[src/rtl/mif_pkg.sv]
// Shared MCB user-port definitions: command encodings, port geometry and
// the framebuffer reader state type.
package mif_pkg;

    localparam logic [2:0] MIG_CMD_WR    = 3'b000;
    localparam logic [2:0] MIG_CMD_RD    = 3'b001;
    localparam logic [2:0] MIG_CMD_WR_AP = 3'b010;
    localparam logic [2:0] MIG_CMD_RD_AP = 3'b011;

    localparam int MIG_WORD_BYTES = 8;
    localparam int MIG_RD_DEPTH   = 64;

    typedef enum logic [1:0] {
        ST_IDLE  = 2'd0,
        ST_RUN   = 2'd1,
        ST_FLUSH = 2'd2,
        ST_DONE  = 2'd3
    } fb_state_t;

endpackage

[src/rtl/memif_fb_reader_skid_buf.sv]
// Two-entry skid buffer with registered outputs; i_clear drops both entries
// and wins over any word presented in the same cycle.
module skid_buf #(
    parameter int WIDTH = 64
) (
    input  logic             i_clk,
    input  logic             i_rst_n,
    input  logic             i_clear,
    input  logic [WIDTH-1:0] i_data,
    input  logic             i_valid,
    output logic             o_ready,
    output logic [WIDTH-1:0] o_data,
    output logic             o_valid,
    input  logic             i_ready,
    output logic             o_empty
);

    logic [WIDTH-1:0] r_out_data;
    logic [WIDTH-1:0] r_skid_data;
    logic             r_out_valid;
    logic             r_skid_valid;
    logic             w_out_free;

    assign w_out_free = !r_out_valid || i_ready;
    assign o_ready    = !r_skid_valid;
    assign o_data     = r_out_data;
    assign o_valid    = r_out_valid;
    assign o_empty    = !r_out_valid && !r_skid_valid;

    // o_ready only depends on the skid slot, so the upstream never sees a
    // combinational path from i_ready.
    always_ff @(posedge i_clk or negedge i_rst_n) begin
        if (!i_rst_n) begin
            r_out_data   <= '0;
            r_skid_data  <= '0;
            r_out_valid  <= 1'b0;
            r_skid_valid <= 1'b0;
        end else if (i_clear) begin
            r_out_valid  <= 1'b0;
            r_skid_valid <= 1'b0;
        end else if (w_out_free) begin
            if (r_skid_valid) begin
                r_out_data   <= r_skid_data;
                r_out_valid  <= 1'b1;
                r_skid_valid <= 1'b0;
            end else begin
                r_out_valid <= i_valid;
                if (i_valid) begin
                    r_out_data <= i_data;
                end
            end
        end else if (i_valid && !r_skid_valid) begin
            r_skid_data  <= i_data;
            r_skid_valid <= 1'b1;
        end
    end

endmodule

[src/rtl/memif_fb_reader.sv]
// Framebuffer read DMA on one MCB user port: issues credit-limited read bursts
// on each frame start and streams the returned words through a skid buffer.
module memif_fb_reader
    import mif_pkg::*;
#(
    parameter logic [29:0] FB_BASE   = 30'h0000_0000,
    parameter int          FB_WORDS  = 30000,
    parameter int          BURST_LEN = 32,
    parameter int          RD_DEPTH  = MIG_RD_DEPTH
) (
    input  logic        clk_mif,
    input  logic        sys_rst_n,
    input  logic        calib_done,
    input  logic        vsync,
    output logic        cmd_en,
    output logic [2:0]  cmd_instr,
    output logic [5:0]  cmd_bl,
    output logic [29:0] cmd_byte_addr,
    input  logic        cmd_full,
    output logic        rd_en,
    input  logic [63:0] rd_data,
    input  logic        rd_empty,
    input  logic [6:0]  rd_count,
    output logic [63:0] pix_read,
    output logic        pix_read_valid,
    input  logic        pix_read_ready,
    output logic        frame_done
);

    localparam int OW = $clog2(RD_DEPTH + BURST_LEN + 1);

    fb_state_t   r_state;
    fb_state_t   w_state_next;
    logic        r_vsync_d;
    logic [29:0] r_addr;
    logic [31:0] r_words_left;
    logic [31:0] r_accepted;
    logic [OW-1:0] r_outstanding;

    logic [OW-1:0] w_bl_next;
    logic        w_vsync_rise;
    logic        w_credit_ok;
    logic        w_issue;
    logic        w_rd_en;
    logic        w_skid_ready;
    logic        w_skid_empty;
    logic        w_skid_in_valid;
    logic        w_pix_valid;
    logic        w_accept;
    logic        w_last;
    logic        w_reload;
    logic        w_clear;
    logic        w_unused_rd_count;

    assign w_unused_rd_count = ^rd_count;

    // Frame starts are only honoured once the memory is calibrated.
    assign w_vsync_rise = vsync && !r_vsync_d && calib_done;

    always_comb begin
        w_bl_next = OW'(BURST_LEN);
        if (r_words_left < 32'(BURST_LEN)) begin
            w_bl_next = OW'(r_words_left);
        end
    end

    assign w_credit_ok = ({1'b0, r_outstanding} + {1'b0, w_bl_next}) <= (OW+1)'(RD_DEPTH);
    assign w_issue     = (r_state == ST_RUN) && !w_vsync_rise && (r_words_left != 32'd0)
                         && !cmd_full && w_credit_ok;

    // In FLUSH the read FIFO is drained without feeding the skid buffer.
    always_comb begin
        w_rd_en = 1'b0;
        if (r_state == ST_RUN) begin
            w_rd_en = !rd_empty && w_skid_ready;
        end else if (r_state == ST_FLUSH) begin
            w_rd_en = !rd_empty && (r_outstanding != '0);
        end
    end

    assign w_skid_in_valid = w_rd_en && (r_state == ST_RUN);
    assign w_accept        = w_pix_valid && pix_read_ready;
    assign w_last          = (r_state == ST_RUN) && w_accept
                             && (r_accepted == 32'(FB_WORDS - 1));

    always_comb begin
        w_state_next = r_state;
        w_reload     = 1'b0;
        w_clear      = 1'b0;
        unique case (r_state)
            ST_IDLE, ST_DONE: begin
                if (w_vsync_rise) begin
                    w_state_next = ST_RUN;
                    w_reload     = 1'b1;
                end
            end
            ST_RUN: begin
                if (w_last) begin
                    // Nothing is in flight after the final word, so a coincident
                    // frame start restarts directly.
                    if (w_vsync_rise) begin
                        w_state_next = ST_RUN;
                        w_reload     = 1'b1;
                    end else begin
                        w_state_next = ST_DONE;
                    end
                end else if (w_vsync_rise) begin
                    w_state_next = ST_FLUSH;
                    w_clear      = 1'b1;
                end
            end
            ST_FLUSH: begin
                if ((r_outstanding == '0) && w_skid_empty) begin
                    w_state_next = ST_RUN;
                    w_reload     = 1'b1;
                end
            end
            default: w_state_next = ST_IDLE;
        endcase
    end

    always_ff @(posedge clk_mif or negedge sys_rst_n) begin
        if (!sys_rst_n) begin
            r_state       <= ST_IDLE;
            r_vsync_d     <= 1'b0;
            r_addr        <= FB_BASE;
            r_words_left  <= '0;
            r_accepted    <= '0;
            r_outstanding <= '0;
        end else begin
            r_state       <= w_state_next;
            r_vsync_d     <= vsync;
            r_outstanding <= r_outstanding + (w_issue ? w_bl_next : '0)
                             - (w_rd_en ? OW'(1) : '0);
            if (w_reload) begin
                r_addr       <= FB_BASE;
                r_words_left <= 32'(FB_WORDS);
                r_accepted   <= '0;
            end else begin
                if (w_issue) begin
                    r_addr       <= r_addr + 30'(w_bl_next) * 30'(MIG_WORD_BYTES);
                    r_words_left <= r_words_left - 32'(w_bl_next);
                end
                if (w_accept && (r_state == ST_RUN)) begin
                    r_accepted <= r_accepted + 32'd1;
                end
            end
        end
    end

    skid_buf #(
        .WIDTH (64)
    ) u_skid (
        .i_clk   (clk_mif),
        .i_rst_n (sys_rst_n),
        .i_clear (w_clear),
        .i_data  (rd_data),
        .i_valid (w_skid_in_valid),
        .o_ready (w_skid_ready),
        .o_data  (pix_read),
        .o_valid (w_pix_valid),
        .i_ready (pix_read_ready),
        .o_empty (w_skid_empty)
    );

    assign cmd_en         = w_issue;
    assign cmd_instr      = MIG_CMD_RD;
    assign cmd_bl         = (w_bl_next == '0) ? 6'd0 : 6'(w_bl_next - OW'(1));
    assign cmd_byte_addr  = r_addr;
    assign rd_en          = w_rd_en;
    assign pix_read_valid = w_pix_valid;
    assign frame_done     = w_last;

endmodule

[config.mk]
export PLATFORM = sky130hd
export DESIGN_NAME = memif_fb_reader
export DESIGN_NICKNAME = d
export VERILOG_FILES = /design/src/rtl/mif_pkg.sv /design/src/rtl/memif_fb_reader_skid_buf.sv /design/src/rtl/memif_fb_reader.sv
export SDC_FILE = /design/constraint.sdc
export NUM_CORES = 1
export LEC_CHECK = 0
export ABC_AREA = 1
export BUFFER_PORTS_ARGS = -buffer_cell sky130_fd_sc_hd__buf_2
export CORE_ASPECT_RATIO = 1.4
export CORE_MARGIN = 2
export CORE_UTILIZATION = 53
export CTS_CLUSTER_SIZE = 10
export DETAILED_ROUTE_END_ITERATION = 12
export PLACE_DENSITY = 0.78
export SYNTH_ARGS = -nofsm -noshare
export SYNTH_HDL_FRONTEND = slang
export SYNTH_HIERARCHICAL = 1
export SYNTH_SLANG_ARGS = --single-unit
[constraint.sdc]
create_clock -name clk_mif -period 4.5 [get_ports clk_mif]
set_input_delay 0.675 -clock clk_mif [delete_from_list [all_inputs] [get_ports clk_mif]]
set_output_delay 0.675 -clock clk_mif [all_outputs]
set_load 0.05 [all_outputs]
==> flow_metrics.py, run 1 <==
metrics = {
    "outcome": {
        "outcome": "finished, final reports clean",
    },
    "job": {
        "maxCapViolCount": 0,
    },
    "logic_synthesis": {
        "ys_seq_area_share_pct": 43.88,
        "postSynthCellCount": 1786,
        "yosysMostFrequentCell": "nand2_1",
        "yosysTopAreaCellShare_pct": 43.88,
        "synth-edff-count": 0,
        "synth_warnings": 6,
        "synthFlopType": "dfrtp_1",
        "synth_common_cells": "nand2_1 (665), dfrtp_1 (231), nand3_1 (195), nor2_1 (152), inv_1 (144)",
        "synth_seq_cells": 231,
        "synthesis.area_um2": 13170,
        "ys_top_cells_by_area": "dfrtp_1 (44%), nand2_1 (19%), nand3_1 (7.4%), nor2_1 (4.3%), inv_1 (4.1%)",
        "async_flop_share_pct": 100.0,
        "yosysTopAreaCell": "dfrtp_1",
        "avgSynthCellArea_um2": 7.376,
        "synth_cell_types": 54,
    },
    "timing": {
        "hold_viol": 0,
        "worst_slew_pin_slew_ns": 1.065,
        "max_freq_mhz": 229.4,
        "relSlewSlack_pct": 28.98,
        "slew_viol_final": 0,
        "finalCritPeriodShare_pct": 96.87,
        "clock_skew_ns": 0.02015,
        "setup_ws_ns": 0.1409,
        "min_period_ns": 4.359,
        "setup_viol": 0,
        "rsz0062_at_grt": "true",
    },
    "clocking": {
        "tritoncts": "yes",
        "clk_latency_ns": 0.53,
        "hold_buffers": 0,
        "cts.sinks": 231,
        "cts_root_buf": "clkbuf_16",
        "cts_buffers": 27,
        "clk_pin_slew_worst_paths_ns": 0.06,
        "htreeDepth": 1,
        "cts_buffer_depth": 3,
    },
    "placement": {
        "dp_worst_setup_slack_ns": -0.01552,
        "dpl.hpwl_um": 24220,
        "gp_congestion": 0.9635,
        "io_buffers": 171,
        "dp_cells": 2234,
        "post_dp_cell_area_um2": 14310,
    },
    "power": {
        "powerDensity_nw_per_um2": 614.1,
        "peakVddDrop_v": 0.0004573,
        "total_power_uw": 9402,
        "p_leak_uw": 0.008197,
    },
    "die": {
        "die_w_um": 137.2,
        "ios": 185,
        "start_util_pct": 53.58,
        "dieArea_um2": 26150,
        "dieHeight_um": 190.5,
        "rows": 68,
        "core_um2": 24590,
    },
    "global_routing": {
        "antenna_found_initial": 2,
        "grt_pass1_wl_um": 57780,
        "first_global_vias": 12084,
        "grt.total_usage_pct": 26.86,
        "grt_overflow_total": 0,
        "grt_max_degree": 135,
    },
    "routing": {
        "drt_wl_total_um": 35430,
        "wl_met1_um": 14020,
        "wl_met3_um": 2488,
        "drt_iter0_markers": 892,
        "dr.max_layer_used": "met4",
        "drtPass1Iterations": 5,
        "post_drt_via_cell_ratio": 5.489,
        "final_antenna_net_count": 0,
        "num_vias": 12575,
        "drc_errors": 0,
        "route.detailed.wl_per_inst_um": 15.46,
        "met2WireLength_um": 17790,
    },
    "setup_path": {
        "critPathRequiredTime_ns": 4.96,
        "cpPeakStageDelay_ns": 0.41,
        "start_kind": "register",
        "cp_common_cell": "nand2_2",
        "cp_max_fo": 6,
        "end_kind": "register",
        "crit_slowest_cell": "dfrtp_1",
        "arrival_ns": 4.81,
        "path_class": "register to register",
    },
    "cells_and_area": {
        "fin_area_um2": 15310,
        "layout-drive-gt1-share_pct": 17.12,
        "fillers": 2206,
        "fin_cells": 2291,
        "syn_to_final_growth_pct": 16.21,
        "fin_nets": 2083,
    },
    "min_path": {
        "hp-class": "input pin to asynchronous set/reset pin",
    },
}
## worst max-delay path: cells and delay by family (launching register included)
family | cells | cell delay (ns)
simple gates | 19 | 2.05
flops | 1 | 0.41
fa+ha+maj | 5 | 1.36
buf+inv | 3 | 0.16
xor+xnor | 1 | 0.15
compound gates | 1 | 0.12
## sequential cells by signal, summed over array words and instances, names as in the netlist
| signal | flops |
|---|---|
| u_skid/r_skid_valid | 1 |
| u_skid/o_valid | 1 |
| u_skid/o_data | 64 |
| r_state | 2 |
| r_accepted | 32 |
| r_vsync_d | 1 |
| r_words_left | 32 |
| r_outstanding | 7 |
| u_skid/r_skid_data | 64 |
| cmd_byte_addr | 27 |
## final timing paths
path,slack (ns),cells past startpoint,from,endpoint
min,0.22,1,sys_rst_n,u_skid/o_data[12]
max reg2reg,0.14,29,r_words_left[16],r_outstanding[6]
max,0.14,29,r_words_left[16],r_outstanding[6]
min in group clk_mif,0.30,1,vsync,r_vsync_d
min reg2reg,0.47,2,u_skid/r_skid_data[33],u_skid/r_skid_data[33]
max in group asynchronous,3.14,2,sys_rst_n,u_skid/r_skid_data[53]
## what timing repair did
item | 4_1_cts | 5_1_grt
pin swaps | 0 | 25
gates cloned | 0 | 0
gates resized for setup | 2 | 28
setup buffers | 0 | 22
endpoints found under the setup margin | 1 | 3
## area by class of cell
type	count	area (um2)	share of cell area, %
Antenna cell	2	5.005	0.03269
Clock buffer	30	686.9	4.487
Clock inverter	3	43.79	0.2860
Inverter	147	551.8	3.604
Multi-Input combinational cell	1340	6564	42.87
Sequential cell	231	5783	37.77
Tap cell	315	394.1	2.574
Timing Repair Buffer	223	1281	8.369
## per-stage QoR
stage / util (%) / hold WS [ns] / TNS [ns]
6_report: 62.26 / 0.2228 / 0
5_1_grt: 62.26 / 0.2877 / -0.1035
4_1_cts: 61.21 / 0.2887 / 0
3_5_place_dp: 58.20 / 0.4583 / -0.01552
3_3_place_gp: 58.20 / 0.4531 / 0
2_1_floorplan: - / 0.3794 / 0
## logic make-up after synthesis
family,synth area share (%)
AOI/OAI and AO/OA,4.739
xor gates and xnor gates,2.460
adders and majority gates,3.495
buffers and inverters,7.588
DFF,43.88
other,0.05701
and+or+nand+nor,37.78
## per-layer routing
layer,up-vias,track usage [%]
met2,492,47.17
met4,0,10.51
li1,6067,-
met3,90,3.695
met5,-,0
met1,5926,33.04
## placed cells by master, fill, tap and decap left out, drive strengths merged
cell / count
a31oi: 2
a211oi: 3
inv: 148
nor4: 15
diode: 2
nor3: 36
o211a: 1
nand4: 43
a21oi: 38
o21ai: 42
ha: 32
clkbuf: 30
buf: 223
nor2: 168
conb: 9
a311oi: 1
o31ai: 3
a221oi: 1
and3: 2
nor3b: 3
o211ai: 1
clkinv: 1
or3: 1
dfrtp: 231
bufinv: 1
and2: 1
xnor2: 13
fa: 3
nand2: 679
or2: 5
xor2: 24
a21boi: 1
nand3b: 2
o21bai: 3
o21a: 1
a21o: 3
a31o: 1
nand3: 199
o22ai: 4
## power breakdown
group          total [uW]  switching, uW  internal, uW
registers            3120            390          2730
logic                4350           3210          1140
clock network        1930            812          1120
total                9400           4410          4990
(Power assumes the default switching activity.)
==> inputs of run 2 (changes only) <==
CORE_UTILIZATION = 55   (was 53)
PLACE_DENSITY = 0.77   (was 0.78)
clock period = 5.65 ns   (was 4.5 ns; I/O delays follow)
==> flow_metrics.py, run 2 (synthesis results as in run 1) <==
metrics = {
    "job": {
        "maxCapViolCount": 0,
    },
    "routing": {
        "drt_iter0_markers": 1027,
        "drc_errors": 0,
        "num_vias": 12262,
        "route.detailed.wl_per_inst_um": 15.22,
        "drtPass1Iterations": 5,
        "post_drt_via_cell_ratio": 5.464,
        "drt_wl_total_um": 34150,
        "final_antenna_net_count": 0,
    },
    "timing": {
        "relSlewSlack_pct": 23.65,
        "worst_slew_pin_slew_ns": 1.143,
        "rsz0062_at_grt": "false",
        "slew_viol_final": 0,
        "whs_ns": 0.4345,
        "setup_tns_ns": 0,
        "max_freq_mhz": 195.1,
        "hold_viol": 0,
        "clock_skew_ns": 0.01204,
        "min_period_ns": 5.127,
        "setup_viol": 0,
        "finalCritPeriodShare_pct": 90.74,
    },
    "min_path": {
        "hp-class": "input pin to asynchronous set/reset pin",
    },
    "clocking": {
        "cts_buffer_depth": 3,
        "hold_buffers": 0,
        "cts_buffers": 27,
        "clk_pin_slew_worst_paths_ns": 0.06,
        "clk_latency_ns": 0.52,
        "tritoncts": "yes",
        "cts.sinks": 231,
        "cts_root_buf": "clkbuf_16",
        "htreeDepth": 1,
    },
    "cells_and_area": {
        "syn_to_final_growth_pct": 12.77,
        "fin_area_um2": 14860,
        "fin_nets": 2042,
        "layout-drive-gt1-share_pct": 14.02,
        "mostFrequentLayoutCells": "nand2_1 (664), dfrtp_1 (230), nand3_1 (193)",
        "layout_commonest_cell": "nand2_1",
    },
    "power": {
        "p_leak_uw": 0.007967,
        "peakVddDrop_v": 0.0003531,
        "powerDensity_nw_per_um2": 491.9,
    },
    "placement": {
        "post_dp_cell_area_um2": 14130,
        "io_buffers": 171,
        "dpl.hpwl_um": 22720,
        "gp_congestion": 0.9766,
    },
    "setup_path": {
        "cpPeakStageDelay_ns": 0.49,
        "cp_max_fo": 19,
        "path_class": "register to register",
        "crit_slowest_cell": "fa_1",
        "end_kind": "register",
        "reg2reg_slack_ns": 0.52,
        "start_kind": "register",
        "r2r-start": "r_words_left[6]",
        "cp_common_cell": "nor2_1",
        "rr_worst_depth": 26,
        "r2r-end": "r_outstanding[6]",
        "critPathRequiredTime_ns": 6.09,
        "arrival_ns": 5.56,
    },
    "global_routing": {
        "antenna_found_initial": 1,
        "first_global_vias": 12121,
        "grt_max_degree": 130,
        "grt_pass1_wl_um": 57750,
        "grt_overflow_total": 0,
        "grt.total_usage_pct": 27.37,
    },
    "die": {
        "rows": 67,
        "die_w_um": 134.8,
        "start_util_pct": 55.53,
        "ios": 185,
        "dieHeight_um": 187.1,
        "core_um2": 23720,
        "dieArea_um2": 25220,
    },
    "outcome": {
        "outcome": "finished, final reports clean",
    },
}
-- run 2: changes by cell type in the layout (fill, tap and decap cells not counted), moves of 3 or more --
cell	previous run	this run
nand2_1	661	664
ha_1	28	32
nor2_4	11	6
inv_2	9	4
inv_1	138	143
nor2_1	144	150
buf_4	50	10
-- run 2: final cells by class --
| type | count | area (um2) |
|---|---|---|
| clock buffer | 32 | 714.4 |
| antenna | 1 | 2.502 |
| clock inverter | 1 | 5.005 |
| sequential | 231 | 5782 |
| tap | 310 | 387.9 |
| inverter | 147 | 551.8 |
| timing repair buffer | 182 | 960.9 |
| multi-input combinational | 1340 | 6452 |
| fill | 2147 | 8867 |
-- run 2: power by group --
| group | total [uW] | internal (uW) | switching [uW] |
|---|---|---|---|
| Clock | 1510 | 870 | 641 |
| Sequential | 2490 | 2170 | 312 |
| Combinational | 3310 | 818 | 2490 |
| Total | 7310 | 3860 | 3440 |
-- run 2: critical path: cells and delay by family, from the launching register on --
kind | cells | cell delay [ns]
AO/OA/AOI/OAI | 1 | 0.12
AND/OR/NAND/NOR | 18 | 2.89
buffers and inverters | 2 | 0.09
XOR/XNOR | 1 | 0.14
flip-flops | 1 | 0.43
adder cells (fa/ha/maj) | 4 | 1.39
-- run 2: stage by stage --
| step | cells | util (%) | worst slack [ns] | power, uW |
|---|---|---|---|---|
| global route | 2244 | 62.62 | 0.02729 | 7807 |
| floorplan | 1793 | - | 1.044 | 5099 |
| global placement | 2210 | 59.57 | 0.5792 | 5720 |
| detailed placement | 2210 | 59.57 | 0.4612 | 5811 |
| CTS | 2243 | 62.60 | 0.4644 | 7345 |
| finish | 2244 | 62.62 | 0.5233 | 7307 |
-- run 2: timing repair --
action | CTS | global route
setup endpoints to repair | 0 | 1
buffers inserted | 0 | 0
resized for setup | 0 | 1
-- run 2: per-layer routing --
layer | up-vias | wire [um] | global-route usage [%]
met5 | - | 0 | 0
met4 | 0 | 1085 | 10.20
li1 | 5977 | - | -
met2 | 415 | 17130 | 48.28
met1 | 5795 | 14030 | 34.45
met3 | 75 | 1903 | 2.818
-- run 2: worst max path at each step --
| stage | depth (start not counted) | startpoint | to | slack, ns |
|---|---|---|---|---|
| after global routing | 26 | r_words_left[6] | r_outstanding[6] | 0.03 |
| after CTS | 27 | r_words_left[25] | r_outstanding[6] | 0.46 |
| after global placement | 27 | r_words_left[25] | r_outstanding[6] | 0.58 |
| after detailed placement | 27 | r_words_left[25] | r_outstanding[6] | 0.46 |
| final | 26 | r_words_left[6] | r_outstanding[6] | 0.52 |
| after floorplan | 31 | r_words_left[19] | r_outstanding[6] | 1.04 |
==> inputs of run 3 (changes only) <==
RECOVER_POWER = 50   (was default)
==> flow_metrics.py, run 3 (synthesis results as in run 1) <==
metrics = {
    "outcome": {
        "outcome": "complete, but fails checks",
        "failed_checks": "max-capacitance violations, max-slew violations",
    },
    "die": {
        "start_util_pct": 55.53,
        "ios": 185,
        "die_w_um": 134.8,
        "dieHeight_um": 187.1,
        "core_um2": 23720,
        "dieArea_um2": 25220,
        "rows": 67,
    },
    "timing": {
        "clock_skew_ns": 0.01448,
        "worst_slew_pin_slew_ns": 3.226,
        "hold_viol": 0,
        "finalCritPeriodShare_pct": 90.56,
        "min_period_ns": 5.116,
        "setup_tns_ns": 0,
        "max_freq_mhz": 195.5,
        "setup_viol": 0,
        "rsz0062_at_grt": "false",
        "slew_viol_final": 130,
        "relSlewSlack_pct": -115.1,
    },
    "clocking": {
        "cts.repair.resized": 0,
        "hold_buffers": 0,
        "cts_buffers": 27,
        "cts_buffer_depth": 3,
        "cts.sinks": 231,
        "tritoncts": "yes",
        "htreeDepth": 1,
        "post_cts_buffers": 0,
        "clk_pin_slew_worst_paths_ns": 0.05,
        "clk_latency_ns": 0.52,
        "cts_root_buf": "clkbuf_16",
    },
    "cells_and_area": {
        "mostFrequentLayoutCells": "nand2_1 (664), dfrtp_1 (230), nand3_1 (193)",
        "layout-drive-gt1-share_pct": 11.43,
        "layout_commonest_cell": "nand2_1",
        "final_util_pct": 62.26,
        "fillers": 2181,
        "fin_nets": 2042,
        "syn_to_final_growth_pct": 12.13,
    },
    "placement": {
        "io_buffers": 171,
        "gp_congestion": 0.9766,
        "dpl.hpwl_um": 22720,
    },
    "power": {
        "powerDensity_nw_per_um2": 491.5,
        "p_leak_uw": 0.007801,
        "peakVddDrop_v": 0.0003322,
    },
    "routing": {
        "drt_iter0_markers": 905,
        "post_drt_via_cell_ratio": 5.459,
        "drtPass1Iterations": 6,
        "final_antenna_net_count": 0,
        "route.detailed.wl_per_inst_um": 15.23,
        "num_vias": 12250,
        "drc_errors": 0,
        "drt_wl_total_um": 34170,
    },
    "global_routing": {
        "first_global_vias": 12121,
        "antenna_found_initial": 1,
        "grt_max_degree": 130,
        "grt_pass1_wl_um": 57750,
        "grt.total_usage_pct": 27.37,
        "grt_overflow_total": 0,
    },
    "setup_path": {
        "end_kind": "register",
        "arrival_ns": 5.56,
        "path_class": "register to register",
        "cp_max_fo": 19,
        "start_kind": "register",
        "critPathRequiredTime_ns": 6.09,
    },
    "job": {
        "maxCapViolCount": 1,
    },
    "min_path": {
        "hp-class": "register to register",
    },
}
-- run 3: layout make-up --
| cell class | count | area [um2] | area share, % |
|---|---|---|---|
| clock buffer | 32 | 714.4 | 4.837 |
| tap | 310 | 387.9 | 2.626 |
| clock inverter | 1 | 5.005 | 0.03388 |
| inverter | 147 | 551.8 | 3.735 |
| antenna | 1 | 2.502 | 0.01694 |
| timing repair buffer | 182 | 875.8 | 5.929 |
| multi-input combinational | 1340 | 6452 | 43.68 |
| sequential | 231 | 5782 | 39.14 |
-- run 3: metal layers --
layer | track usage (%) | share of wire [%] | vias to the layer above
li1 | - | - | 5977
met1 | 34.45 | 41 | 5762
met2 | 48.28 | 50 | 432
met3 | 2.818 | 6.1 | 79
met4 | 10.20 | 3.3 | 0
met5 | 0 | 0 | -
-- run 3: report_power, final --
group | total [uW] | switching (uW) | internal (uW) | leakage (uW)
registers | 2490 | 319 | 2180 | 0.00299
clock network | 1510 | 636 | 870 | 0.000355
logic | 3260 | 2490 | 767 | 0.00445
total | 7260 | 3450 | 3810 | 0.00780
-- run 3: worst max-delay path, stage by stage (launching register included) --
cell and delay (ns):
dfrtp_1 0.41, nor2_2 0.19, nand3_1 0.18, nor2_4 0.17, nand2_4 0.16, nor2_1 0.43, fa_1 0.49, or2_1 0.24
nor2_1 0.11, nand3_1 0.09, nor2_1 0.11, nand2_1 0.10, nand2_1 0.12, nand2_2 0.23, nor2_2 0.28, nand2_1 0.09
ha_1 0.28, inv_1 0.04, ha_1 0.20, fa_1 0.42, nand3_1 0.08, and2_1 0.16, inv_1 0.05, a21oi_1 0.12
nor2_1 0.05, nor2_1 0.10, xor2_1 0.14
-- run 3: final timing paths --
check / from / to / slack [ns] / cells after the start
setup / recovery: r_words_left[25] / r_outstanding[6] / 0.53 / 26
max in group asynchronous: sys_rst_n / u_skid/r_skid_valid / 1.29 / 2
min in group asynchronous: sys_rst_n / u_skid/r_skid_data[12] / 1.35 / 1
hold / removal: u_skid/r_skid_data[48] / u_skid/r_skid_data[48] / 0.47 / 2
hold reg to reg: u_skid/r_skid_data[48] / u_skid/r_skid_data[48] / 0.47 / 2
setup reg to reg: r_words_left[25] / r_outstanding[6] / 0.53 / 26
-- run 3: per-stage QoR --
stage	hold slack, ns	instances	instance area [um2]	worst slack [ns]	total power, uW
finish	0.4689	2244	14770	0.5336	7261
global route	0.4830	2244	14770	0.02729	7763
CTS	0.4659	2243	14850	0.4644	7345
detailed placement	0.4582	2210	14130	0.4612	5811
global placement	0.4527	2210	14130	0.5792	5720
floorplan	0.4417	1793	13200	1.044	5099
